File: src/rtl/debug_step_ctrl.sv
`default_nettype none
// ============================================================================
// Module   : debug_step_ctrl
// Purpose  : Debounced run/step command front-end for the clock-gating step
//            debugger. DEBUG_STEP_COUNT_EN builds the cumulative step counter.
// Revision : 1.0
// ============================================================================
module debug_step_ctrl #(
  parameter int DEBOUNCE_CYCLES = 50000,
  parameter int DB_CNT_W        = 16
) (
  input  logic        clk_in,
  input  logic        rst_n,
  input  logic        run_btn,
  input  logic        step_btn,
  input  logic [2:0]  step_sw,
  output logic        debug_en,
  output logic        stepinto_en,
  output logic [2:0]  stepvalue,
  output logic        busy,
  output logic        step_done,
  output logic [15:0] total_steps
);

  localparam logic [1:0] S_IDLE = 2'd0;
  localparam logic [1:0] S_LOAD = 2'd1;
  localparam logic [1:0] S_RUN  = 2'd2;
  localparam logic [1:0] S_HOLD = 2'd3;

  localparam logic [DB_CNT_W-1:0] DB_LAST = DB_CNT_W'(DEBOUNCE_CYCLES - 1);

  logic [1:0] btn_raw;
  logic [1:0] btn_lvl;
  logic [1:0] btn_press;

  // Bit 0 is the run button, bit 1 the step button.
  assign btn_raw = {step_btn, run_btn};

  for (genvar i = 0; i < 2; i++) begin : g_btn
    logic [1:0]          sync_q;
    logic [DB_CNT_W-1:0] cnt_q;
    logic                lvl_q;
    logic                prev_q;

    always_ff @(posedge clk_in) begin
      if (!rst_n) begin
        sync_q <= 2'b00;
        cnt_q  <= '0;
        lvl_q  <= 1'b0;
        prev_q <= 1'b0;
      end else begin
        sync_q <= {sync_q[0], btn_raw[i]};
        prev_q <= lvl_q;
        if (sync_q[1] == lvl_q) begin
          cnt_q <= '0;
        end else if (cnt_q == DB_LAST) begin
          cnt_q <= '0;
          lvl_q <= sync_q[1];
        end else begin
          cnt_q <= cnt_q + DB_CNT_W'(1);
        end
      end
    end

    assign btn_lvl[i]   = lvl_q;
    assign btn_press[i] = lvl_q & ~prev_q;
  end

  logic [2:0] sw_s1_q, sw_s2_q;
  logic [1:0] state_q, state_d;
  logic [2:0] cnt_q, cnt_d;
  logic [2:0] stepvalue_q, stepvalue_d;
  logic       debug_en_q, debug_en_d;
  logic       stepinto_en_q, busy_q, step_done_q;

  always_comb begin
    state_d     = state_q;
    cnt_d       = cnt_q;
    stepvalue_d = stepvalue_q;
    debug_en_d  = debug_en_q;
    case (state_q)
      S_IDLE: begin
        // A run press in the same cycle as a step press takes priority.
        if (btn_press[0]) begin
          debug_en_d = ~debug_en_q;
        end else if (btn_press[1] && debug_en_q && (sw_s2_q != 3'd0)) begin
          stepvalue_d = sw_s2_q;
          cnt_d       = sw_s2_q;
          state_d     = S_LOAD;
        end
      end
      S_LOAD: state_d = S_RUN;
      S_RUN: begin
        cnt_d = cnt_q - 3'd1;
        if (cnt_q == 3'd1) state_d = S_HOLD;
      end
      S_HOLD: if (!btn_lvl[1]) state_d = S_IDLE;
      default: state_d = S_IDLE;
    endcase
  end

  always_ff @(posedge clk_in) begin
    if (!rst_n) begin
      sw_s1_q       <= 3'd0;
      sw_s2_q       <= 3'd0;
      state_q       <= S_IDLE;
      cnt_q         <= 3'd0;
      stepvalue_q   <= 3'd0;
      debug_en_q    <= 1'b0;
      stepinto_en_q <= 1'b0;
      busy_q        <= 1'b0;
      step_done_q   <= 1'b0;
    end else begin
      sw_s1_q       <= step_sw;
      sw_s2_q       <= sw_s1_q;
      state_q       <= state_d;
      cnt_q         <= cnt_d;
      stepvalue_q   <= stepvalue_d;
      debug_en_q    <= debug_en_d;
      stepinto_en_q <= (state_d == S_RUN) || (state_d == S_HOLD);
      busy_q        <= (state_d != S_IDLE);
      step_done_q   <= (state_q == S_RUN) && (state_d == S_HOLD);
    end
  end

  assign debug_en    = debug_en_q;
  assign stepinto_en = stepinto_en_q;
  assign stepvalue   = stepvalue_q;
  assign busy        = busy_q;
  assign step_done   = step_done_q;

`ifdef DEBUG_STEP_COUNT_EN
  logic [15:0] total_q;

  always_ff @(posedge clk_in) begin
    if (!rst_n) begin
      total_q <= 16'd0;
    end else if (step_done_q) begin
      total_q <= total_q + {13'd0, stepvalue_q};
    end
  end

  assign total_steps = total_q;
`else
  assign total_steps = 16'd0;
`endif

endmodule
`default_nettype wire

File: config.mk
export PLATFORM = sky130hd
export DESIGN_NAME = debug_step_ctrl
export DESIGN_NICKNAME = d
export VERILOG_FILES = /design/src/rtl/debug_step_ctrl.sv
export SDC_FILE = /design/constraint.sdc
export NUM_CORES = 1
export LEC_CHECK = 0
export ABC_AREA = 1
export CAP_MARGIN = 10
export CORE_MARGIN = 5
export CORE_UTILIZATION = 56
export CTS_CLUSTER_DIAMETER = 40
export DETAILED_ROUTE_END_ITERATION = 16
export HOLD_SLACK_MARGIN = 0.06
export PLACE_DENSITY = 0.79
export RECOVER_POWER = 50
export SYNTH_ARGS = -nofsm -noshare
export SYNTH_HDL_FRONTEND = slang
export SYNTH_SLANG_ARGS = --single-unit
File: constraint.sdc
create_clock -name clk_in -period 1.66 [get_ports clk_in]
set_clock_uncertainty 0.05 [all_clocks]
set_input_delay 0.415 -clock clk_in [delete_from_list [all_inputs] [get_ports clk_in]]
set_output_delay 0.415 -clock clk_in [all_outputs]
set_load 0.1 [all_outputs]
# Word level (Yosys, flattened, before mapping)
# Cells that the tools add are included.
dict set report classes {
  addsub 3
  mux 8
  reduce_logical 15
  eq_ne 12
  bitwise_logic 9
}
# operator n
set op_table {}
lappend op_table {{16-bit by 1-bit adder with 16-bit output, second input constant} 2}
lappend op_table {{16-bit == test, second input constant} 2}
lappend op_table {{2-bit == test, second input constant} 4}
lappend op_table {{2-bit 2-to-1 mux} 4}
lappend op_table {{2-bit one-hot mux with 4 select lines} 1}
lappend op_table {{1-bit NOT} 7}
lappend op_table {{3-bit 2-to-1 mux} 2}
lappend op_table {{3-bit one-hot mux with 2 select lines} 1}
lappend op_table {{2-bit AND reduction} 3}
lappend op_table {{3-bit AND reduction} 2}
lappend op_table {{3-bit OR reduction} 2}
lappend op_table {{2-bit inequality test, second input constant} 2}
lappend op_table {{2-bit nonzero test} 2}
lappend op_table {{3-bit by 1-bit == test with 1-bit output, second input constant} 1}
lappend op_table {{1-bit logical AND} 3}
lappend op_table {{3-bit nonzero test} 1}
lappend op_table {{3-bit by 1-bit subtractor with 3-bit output, second input constant} 1}
lappend op_table {{1-bit bitwise AND} 2}
lappend op_table {{1-bit == test} 2}
lappend op_table {{2-bit by 1-bit == test with 1-bit output, second input constant} 1}
lappend op_table {{2-bit logical NOT} 1}
lappend op_table {{1-bit logical OR} 1}
dict set report word_totals {
  inputBits 7
  wordCells 64
  regBits 58
}

# Depth between registers and ports, before layout
dict set report depth {
  word_depth 9
  mapped_depth 9
  mapped_depth_nobuf 9
}

# Least setup slack after synthesis
# No wires, ideal clock.
dict set report synth_timing {
  path_type {reg-to-reg}
  start {register state_q[1]}
  end {register stepvalue_q[0] (netlist: stepvalue[0])}
  setup_slack_ns -0.121
  required_time_ns 1.493
  n_path_buf 0
  t_arrival_ns 1.614
  path_stages_with_launch 8
  period_less_slack_ns 1.781
  path_cell_list {dfxtp_1 inv_1 nand2_1 nor2_1 nand3_1 inv_1 nor2_1 nor2_1}
}
dict set report synth_between {
  elab_chain_len 2
}
# item line
set synth_rtl {}
lappend synth_rtl {{start, declared} 70} ;# logic [1:0] state_q, state_d;
lappend synth_rtl {{start signal, assigned} 116} ;# state_q <= state_d;
lappend synth_rtl {{2-bit logical NOT} 81} ;# case (state_q)
lappend synth_rtl {{3-bit AND reduction (no line)} n/a}
lappend synth_rtl {{end signal, assigned} 118} ;# stepvalue_q <= stepvalue_d;
lappend synth_rtl {{end, declared} 72} ;# logic [2:0] stepvalue_q, stepvalue_d;
# Every way passes these cells.
# A chain may end at the register's enable or synchronous reset.

# Worst setup path after layout
dict set report layout_timing {
  start {register step_done_q (netlist: step_done)}
  end {output port step_done}
}
# item line
set layout_lines {}
lappend layout_lines {{start, declared} 74} ;# logic stepinto_en_q, busy_q, step_done_q;
lappend layout_lines {{start signal, assigned} 122} ;# step_done_q <= (state_q == S_RUN) && (state_d == S_HOLD);
lappend layout_lines {{end, declared} 21} ;# output logic step_done,
# No word-level cell between the ends.

==> flow_metrics.tcl <==
set metrics [dict create \
    core_area_sq_um 4690 \
    max_stage_delay_ns 0.41 \
    post_cts_buffers 0 \
    yosys.area.top_type "dfxtp_1" \
    drt_iter0_drc 138 \
    fp.dieArea_sq_um 6310 \
    p_seq_frac 0.439 \
    crit_path_start "step_done" \
    crit_type "register to output pin" \
    fmax_ghz 0.661 \
    cp-start-kind "register" \
    nets 414 \
    synth_fa_ha_area_frac 0.0185 \
    ys_warn_count 0 \
    grt_pass1_wl_um 8350 \
    hold_viol 0 \
    end_kind "output pin" \
    p_sw_mw 0.718 \
    hpwlAfterDp_um 3450 \
    seqCellArea_sq_um 1140 \
    multiInputGateArea_sq_um 1260 \
    seq_area_frac_synth 0.423 \
    most-common-layout-cells "nand2_1 (83), nor2_1 (66), dfxtp_1 (56), inv_1 (54), nand3_1 (23)" \
    ios 30 \
    status "finished clean" \
    irDropWorstVdd_mv 0.866 \
    grt_overflow_total 0 \
    die_w_um 79.4 \
    clkLatencyLatePin_ns 0.33 \
    synthToLayoutAreaGrowth_pct 13.1 \
    post_cts_resized 0 \
    power_frac_comb 0.067 \
    met1_usage 0.204 \
    holdCritPathClass "register to register" \
    finalNonFillerCells 462 \
    slew_viol_final 0 \
    track_usage 0.168 \
    antennaDiodeCount 0 \
    wire_per_inst_um 10.4 \
    synth_top_family_by_area "simple AND/OR/NAND/NOR gates" \
    finalCritPeriodShare 0.912 \
    grt_pass1_vias 2039 \
    fin_util 0.651 \
    p_int_mw 2.44 \
    rr_startpoint "g_btn[1].cnt_q[0]" \
    cp.required_ns 1.19 \
    synth_area_leaders "dfxtp_1 (42%), nand2_1 (12%), nor2_1 (9.2%)" \
    avgSynthCellArea_sq_um 7.05 \
    htreeDepth 3 \
    synth_area_sq_um 2700 \
    grt_antenna_before_repair 0 \
    cp_top_family "buffers and inverters" \
    start_util 0.575 \
    cts.sink_count 57 \
    place_congestion 0.883 \
    crit_arrival_ns 1.05 \
    p_per_area_nw_per_um2 1030 \
    nFillCells 384 \
    synth_top_area_frac 0.423 \
    grtUsageMet3 0.0722 \
    via_per_inst 4.85 \
    cp_cell_sequence "buf_2" \
    drtPass1Iterations 4 \
    ys.flop_type "dfxtp_1" \
    postSynthCellCount 383 \
    clockBufferDepth 2 \
    hold_buffers 0 \
    top_usage_layer "met2" \
    crit_fanout 1 \
    antenna_left 0 \
    row_count 25 \
    synthSimpleGateAreaFrac 0.321 \
    via_count 2239 \
    p_sw_frac 0.227 \
    leakagePower_nw 1.25 \
    die_y_um 79.4 \
    grt_max_degree 22 \
    wl_um 4790 \
    place_ws_ns -0.0665 \
    clockPowerShare 0.494 \
    crit_buf_inv 1 \
    hp-start "g_btn[1].sync_q[0]" \
    yosysUniqueCellTypes 27 \
    drive_gt1_frac 0.0931 \
    async_flop_share 0 \
    cts_tree "done" \
    synth-compound-area-share 0.0639 \
    setup_viol 0 \
    layout_commonest_cell "nand2_1" \
    synth-xor-area-share 0.0389 \
    synth_seq_cells 57 \
    cap_violations 0 \
    synthMuxAreaShare 0 \
    synth_edf_count 0 \
    root_buffer "clkbuf_8" \
    met2_usage 0.264 \
    port-buffer-count 13 \
    fin_crit_ns 1.51 \
    rsz0062_at_grt "no" \
    place_inst 446 \
    drc 0 \
    fin_ws_ns 0.147 \
    critPathSlowestCell "buf_2" \
    clkSlewWorstSetupHoldPaths_ns 0.06 \
    cts_buffers 9 \
]
[path summary, 6_finish.rpt]
check	to	slack, ns	cells after the start
worst max-delay path	step_done	0.15	1
worst min-delay path	g_btn[1].sync_q[1]	0.36	2
worst max register to register	g_btn[1].cnt_q[12]	0.17	6
worst min register to register	g_btn[1].sync_q[1]	0.36	2
[power by group through the flow]
stage,logic [mW],clock network [mW],registers [mW]
final,0.213,1.56,1.39
after global routing,0.223,1.66,1.39
after CTS,0.212,1.60,1.39
after detailed placement,0.212,0,1.42
after global placement,0.210,0,1.42
after floorplan,0.221,0,1.41
[registers in the layout, indices dropped and copies added (netlist names)]
name and cells:
debug_en 1, sw_s1_q 3, g_btn.sync_q 4, stepvalue 3, g_btn.cnt_q 32, g_btn.lvl_q 2, step_done 1, sw_s2_q 3
g_btn.prev_q 2, cnt_q 3, busy 1, state_q 2
[Yosys cell counts (3+ instances only)]
cell     instances
nand2_1         83
nor2_1          66
dfxtp_1         57
inv_1           54
nand3_1         23
a21oi_1         20
buf_4           16
nand4_1         11
o21ai_0         10
xnor2_1          6
xor2_1           6
ha_1             4
nand2_2          4
nor2_2           3
[cell families (layout without fill, tap and decap cells)]
family / Yosys count / after routing
and+or+nand+nor: 200 / 200
buffers and inverters: 76 / 86
DFF: 57 / 57
AOI/OAI and AO/OA: 33 / 33
xor gates and xnor gates: 12 / 12
adders and majority gates: 4 / 4
other: 1 / 16
[layer usage]
metal	share of wire	up-vias	wire, um
li1	-	1199	-
met1	0.46	969	2200
met2	0.47	65	2240
met3	0.063	6	303
met4	0.0088	0	42
met5	0	-	0
[area by class of cell]
class                   count  share of cell area
multi-input cells         265               0.412
flip-flops and latches     57               0.374
inverters                  55              0.0676
clock buffers              11              0.0463
repair buffers             15              0.0442
clock inverters             5              0.0336
well taps                  54              0.0221
[through the flow]
step	instance area, sq um	hold slack [ns]	TNS [ns]	power (mW)
2_1_floorplan	2760	0.340	0	1.64
3_3_place_gp	2890	0.342	-0.164	1.63
3_5_place_dp	2890	0.350	-0.552	1.63
4_1_cts	3130	0.362	0	3.19
5_1_grt	3050	0.397	0	3.27
6_report	3050	0.360	0	3.16
(Power assumes the default switching activity.)
